[config.mk]
export PLATFORM = sky130hd
export DESIGN_NAME = branch_hazard_unit
export DESIGN_NICKNAME = d
export VERILOG_FILES = /design/src/rtl/branch_hazard_unit.sv
export SDC_FILE = /design/constraint.sdc
export NUM_CORES = 1
export LEC_CHECK = 0
export CAP_MARGIN = 0
export CORE_MARGIN = 5
export CORE_UTILIZATION = 54
export CTS_CLUSTER_DIAMETER = 100
export DETAILED_ROUTE_END_ITERATION = 10
export PLACE_DENSITY_LB_ADDON = 0.12
export SYNTH_ARGS = -nofsm -noshare
export SYNTH_HDL_FRONTEND = slang
export SYNTH_SLANG_ARGS = --single-unit
[constraint.sdc]
create_clock -name clk -period 4.6 [get_ports clk]
set_clock_uncertainty 0.1 [all_clocks]
set_input_delay 0.46 -clock clk [delete_from_list [all_inputs] [get_ports clk]]
set_output_delay 0.46 -clock clk [all_outputs]
set_load 0.02 [all_outputs]
[src/rtl/branch_hazard_unit.sv]
// Branch operand hazard/forwarding controller for the ID-stage comparator.
// Tracks destination tags of EX/MEM/WB. It selects the forwarding source for each
// branch operand, or it stalls while a load result is still in flight.
module branch_hazard_unit #(
  parameter int REG_W    = 4,
  parameter int ZERO_REG = 1,
  parameter int CNT_W    = 16
) (
  input  logic             clk,
  input  logic             reset,
  input  logic             stall_in,
  input  logic             id_valid,
  input  logic             id_is_branch,
  input  logic             id_use_rs1,
  input  logic             id_use_rs2,
  input  logic [REG_W-1:0] id_rs1,
  input  logic [REG_W-1:0] id_rs2,
  input  logic [REG_W-1:0] id_rd,
  input  logic             id_we,
  input  logic             id_is_load,
  output logic [3:0]       forward_c,
  output logic             stall_id,
  output logic             bubble_ex,
  output logic [1:0]       hz_state,
  output logic [CNT_W-1:0] stall_count
);

  typedef enum logic [1:0] {
    HZ_RUN    = 2'b00,
    HZ_LD_EX  = 2'b01,
    HZ_LD_MEM = 2'b10,
    HZ_FROZEN = 2'b11
  } hz_state_t;

  hz_state_t        state_q;

  logic             ex_we, mem_we, wb_we;
  logic [REG_W-1:0] ex_rd, mem_rd, wb_rd;
  logic             ex_ld, mem_ld, wb_ld;

  logic [3:0]       res_rs1, res_rs2;
  logic             ld_hazard, hazard_in_ex;
  logic [3:0]       fwd_raw;

  // Resolution word for one source: {hazard_from_ex, hazard, select[1:0]}.
  function automatic logic [3:0] resolve(
    input logic [REG_W-1:0] src,
    input logic             use_src,
    input logic             e_we, input logic [REG_W-1:0] e_rd, input logic e_ld,
    input logic             m_we, input logic [REG_W-1:0] m_rd, input logic m_ld,
    input logic             w_we, input logic [REG_W-1:0] w_rd,
    input logic             valid, input logic branch
  );
    logic live;
    logic hit_ex, hit_mem, hit_wb;
    live    = valid & branch & use_src & ~((ZERO_REG != 0) && (src == '0));
    hit_ex  = live & e_we & (e_rd == src);
    hit_mem = live & m_we & (m_rd == src);
    hit_wb  = live & w_we & (w_rd == src);
    resolve = 4'b0000;
    if (hit_ex)       resolve = e_ld ? 4'b1100 : 4'b0001;
    else if (hit_mem) resolve = m_ld ? 4'b0100 : 4'b0010;
    else if (hit_wb)  resolve = 4'b0011;
  endfunction

  // Per-source forwarding select and load-use hazard detection.
  always_comb begin
    res_rs1 = resolve(id_rs1, id_use_rs1, ex_we, ex_rd, ex_ld, mem_we, mem_rd, mem_ld,
                      wb_we, wb_rd, id_valid, id_is_branch);
    res_rs2 = resolve(id_rs2, id_use_rs2, ex_we, ex_rd, ex_ld, mem_we, mem_rd, mem_ld,
                      wb_we, wb_rd, id_valid, id_is_branch);
    ld_hazard    = res_rs1[2] | res_rs2[2];
    hazard_in_ex = res_rs1[3] | res_rs2[3];
    fwd_raw      = {res_rs2[1:0], res_rs1[1:0]};
  end

  // Stall/bubble control; forwarding is suppressed while waiting on a load.
  always_comb begin
    stall_id  = ld_hazard | stall_in;
    bubble_ex = ld_hazard & ~stall_in;
    forward_c = ld_hazard ? 4'b0000 : fwd_raw;
  end

  assign hz_state = state_q;

  // Tag pipeline advance, hazard state and saturating stall counter.
  always_ff @(posedge clk or posedge reset) begin
    if (reset) begin
      ex_we       <= 1'b0;
      ex_rd       <= '0;
      ex_ld       <= 1'b0;
      mem_we      <= 1'b0;
      mem_rd      <= '0;
      mem_ld      <= 1'b0;
      wb_we       <= 1'b0;
      wb_rd       <= '0;
      wb_ld       <= 1'b0;
      state_q     <= HZ_RUN;
      stall_count <= '0;
    end else if (stall_in) begin
      state_q <= HZ_FROZEN;
    end else begin
      mem_we <= ex_we;
      mem_rd <= ex_rd;
      mem_ld <= ex_ld;
      wb_we  <= mem_we;
      wb_rd  <= mem_rd;
      wb_ld  <= mem_ld;
      if (ld_hazard) begin
        ex_we   <= 1'b0;
        ex_rd   <= '0;
        ex_ld   <= 1'b0;
        state_q <= hazard_in_ex ? HZ_LD_EX : HZ_LD_MEM;
        if (stall_count != '1)
          stall_count <= stall_count + {{(CNT_W-1){1'b0}}, 1'b1};
      end else begin
        ex_we   <= id_we & id_valid;
        ex_rd   <= id_rd;
        ex_ld   <= id_is_load;
        state_q <= HZ_RUN;
      end
    end
  end

endmodule
==> metrics.log <==
INFO  metric core_area = between 3000 and 4000 um^2
INFO  metric finalSetupViolCount = 0
INFO  metric drt_iter0_drcs = 81
INFO  metric achievable-frequency = around 260 MHz
INFO  metric cells_along_the_critical_path = clkdlybuf4s50_1 > or4_1 > nand4_2 > nor3_2 > o21a_1 > o21ba_4 > nor3b_1 > clkdlybuf4s50_1
INFO  metric die_y = around 70 um
INFO  metric clock-root-buffer = clkbuf_4
INFO  metric cts-resized-gates = 0
INFO  metric full_die_area = between 4000 and 5000 um^2
INFO  metric yosysWarnings = 0
INFO  metric cp-startpoint = id_rs2[0]
INFO  metric worstPathBufferInverterCount = 2
INFO  metric hp-class = flop to flop
INFO  metric synthDistinctLibCells = 40
INFO  metric worst_ir_drop_vdd = 189 uV
INFO  metric power.density_cell_area = around 280 nW/um^2
INFO  metric postSynthAreaPerCell = about 11 um^2
INFO  metric final_min_period_over_clock_period = 0.831
INFO  metric hold_violations = 0
INFO  metric post-cts-setup-buffers = 0
INFO  metric grt_pass1_wl = around 7.3 mm
INFO  metric die-width = approximately 70 um
INFO  metric critical_path.most_common_cell = clkdlybuf4s50_1
INFO  metric timing.critical_path.slowest_cell_delay = roughly 0.65 ns
INFO  metric drtAntennaViolNets = 0
INFO  metric worstPathRequired = 4.04 ns
INFO  metric cts-htree-levels = 2
INFO  metric post-synth-top-area-fraction = 0.446
INFO  metric fin_crit = 3.82 ns
INFO  metric r2r-end = stall_count[1]
INFO  metric floorplan.rows = 22
INFO  metric tritoncts_clock_tree = done
INFO  metric boundaryPins = between 40 and 50
INFO  metric routed_vias_inst = 5.43
INFO  metric start_util = 0.549
INFO  metric path_delay_family = buffers and inverters
INFO  metric route.detailed.wl_per_inst = 15.5 um
INFO  metric synth_edf_count = 0
INFO  metric layout-drive-gt1-share = 0.140
INFO  metric postSynth.topFlopCell = dfrtp_1
INFO  metric worst-slew-pin-transition = between 0.6 and 0.7 ns
INFO  metric worstSetupStartpointType = input pin
INFO  metric critPathCaptureType = primary output
INFO  metric worst_r2r_setup_slack = 2.11 ns
INFO  metric standard_cell_with_the_maximum_stage_delay_on_the_critical_path = clkdlybuf4s50_1
INFO  metric cts_made_buffers = 5
INFO  metric total_number_of_nets_in_the_final_design = approximately 260
INFO  metric post_route_hold_slack = 0.406 ns
INFO  metric critPathCapture = forward_c[1]
INFO  metric max_slew_margin = 0.595
INFO  metric clk_pin_slew_worst_paths = 0.12 ns
INFO  metric synthesis.area = between 1500 and 2000 um^2
INFO  metric final_setup_tns = 0 ns
INFO  metric timing.max_cap.violations = 0
INFO  metric finish.cell_count_without_fillers = ~280
INFO  metric diodes = 0
INFO  metric data_arrival_critical_path = 3.26 ns
INFO  metric portBuffers = 44
INFO  metric final-max-slew-violation-count = 0
INFO  metric clock_insertion_delay_worst_skew = 0.34 ns
INFO  metric largest_net_degree_at_the_start_of_global_routing = 36
INFO  metric synth_fp_nets = 209
INFO  metric cts_hold_buf = 0
INFO  metric grt_util_all_layers = 0.186
INFO  metric final_design_utilization = 0.712
INFO  metric post-synth-top-area-cell = dfrtp_1
INFO  metric cts-root-to-sink-buffers = 2
INFO  metric postRouteWirelength = between 4 and 5 mm
INFO  metric critical_path.reg2reg.startpoint = stall_count[6]
INFO  metric drt_first_pass_iters = 4
INFO  metric via_count = between 1.5k and 2k
INFO  metric number_of_synthesized_register_bits = 35
INFO  metric rr_worst_depth = 6
INFO  metric gpl.final_weighted_congestion = roughly 0.95
INFO  metric status = completed
INFO  metric total_leakage_power = 1.04 nW
INFO  metric grt_overflow = 0
INFO  metric grt_antenna_before_repair = 0
INFO  metric detailedPlacementHpwl = around 3.3 mm
INFO  metric remaining_drc_errors = 0
INFO  metric numClockSinks = 35
INFO  metric critical_path_maximum_fanout = 14
INFO  metric dp.cells = ~280
INFO  metric timing.critical_path.depth = 8
INFO  metric number_of_global_route_vias_before_repair = between 1.5k and 2k
INFO  metric rsz0062_at_grt = false
INFO  metric synth_area_leaders = dfrtp_1 45%, xnor2_1 14%, mux2_2 6.9%
INFO  metric synth_async_sr_flop_share = 1.00
INFO  metric synth.yosys.seq_area_share = 0.446
INFO  metric layout-area-overhead-vs-synth = 29.6%
INFO  metric gate_count_of_the_mapped_netlist = between 150 and 200
INFO  metric worst-setup-path-type = input pin to primary output
==> sequential cells by signal (all words and copies together), names as in the netlist <==
name and flops:
ex_ld 1, ex_rd 4, ex_we 1, hz_state 2
mem_ld 1, mem_rd 4, mem_we 1, stall_count 16
wb_rd 4, wb_we 1
==> worst register-to-register path, stage by stage (launching register included) <==
cell and delay, ns:
dfrtp_1 0.44, and3_1 0.22, and3_1 0.25, a31oi_1 0.34, nand2_1 0.12, o2bb2ai_2 0.52
mux2_2 0.40
==> Yosys cell counts (3+ instances only) <==
cell and instances:
dfrtp_1 35, nand4_1 7, a21oi_1 3, nand3_1 10, xor2_1 5, and3_1 6, nor4_1 3, nand2_1 25
xnor2_1 32, nor2_1 5, o21ai_0 6, mux2_2 12, inv_1 5
==> stage by stage <==
stage / setup WS, ns / power [mW] / area, um^2
finish: 0.778 / 0.714 / 2550
CTS: 0.746 / 0.720 / 2550
global route: 0.625 / 0.746 / 2550
global placement: 0.880 / 0.471 / 2460
detailed placement: 0.754 / 0.477 / 2460
floorplan: 1.65 / 0.427 / 1960
==> worst min-delay path by stage <==
stage,from,to,cells after the start
final,stall_count[13],stall_count[13],1
after global routing,stall_count[4],stall_count[4],1
after CTS,stall_count[9],stall_count[9],1
after detailed placement,stall_count[13],stall_count[13],1
after global placement,stall_count[7],stall_count[7],1
after floorplan,ex_we,ex_we,2
==> kinds of logic (layout without fill, tap and decap cells) <==
logic type / Yosys count / in the layout / share of synthesized area
xor+xnor: 37 / 37 / 0.165
buf+inv: 10 / 59 / 0.0217
simple gates: 74 / 74 / 0.218
fa+ha+maj: 1 / 1 / 0.00637
compound gates: 15 / 15 / 0.0573
flops: 35 / 35 / 0.446
mux: 15 / 15 / 0.0853
==> area by class of cell <==
class | count | area [um^2]
multi-input combinational | 142 | 1050
fill | 272 | 1030
sequential | 35 | 876
timing repair buffer | 46 | 455
tap | 48 | 60.1
clock buffer | 6 | 51.3
clock inverter | 2 | 38.8
inverter | 5 | 18.8
==> report_power, final <==
part	switching (mW)	leakage [nW]	internal [mW]	total (mW)
combinational	0.0515	0.536	0.0638	0.115
clock	0.112	0.0489	0.131	0.243
sequential	0.0268	0.457	0.329	0.356
total	0.190	1.04	0.524	0.714
==> cells in the final DEF, fill, tap and decap left out, types with 2 or more instances in the layout <==
master           instances
a21oi_1                  3
mux2_2                  12
xor2_1                   5
xnor2_1                 32
buf_4                    2
nand4_1                  7
clkbuf_4                 5
clkdlybuf4s50_1         44
or4_1                    2
or3_4                    2
inv_1                    5
dfrtp_1                 35
nor2_1                   5
and3_1                   6
nand2b_1                 2
nand2_1                 25
o21ai_0                  6
nor3_1                   2
mux2_1                   2
nor4_1                   3
nand3_1                 10
==> routing by layer <==
layer | vias to the layer above | track usage | part of all wire
li1 | 744 | - | -
met1 | 730 | 0.220 | 0.42
met2 | 54 | 0.294 | 0.49
met3 | 13 | 0.0647 | 0.065
met4 | 0 | 0.0979 | 0.026
met5 | - | 0 | 0
Power figures use the tool's default switching activity.
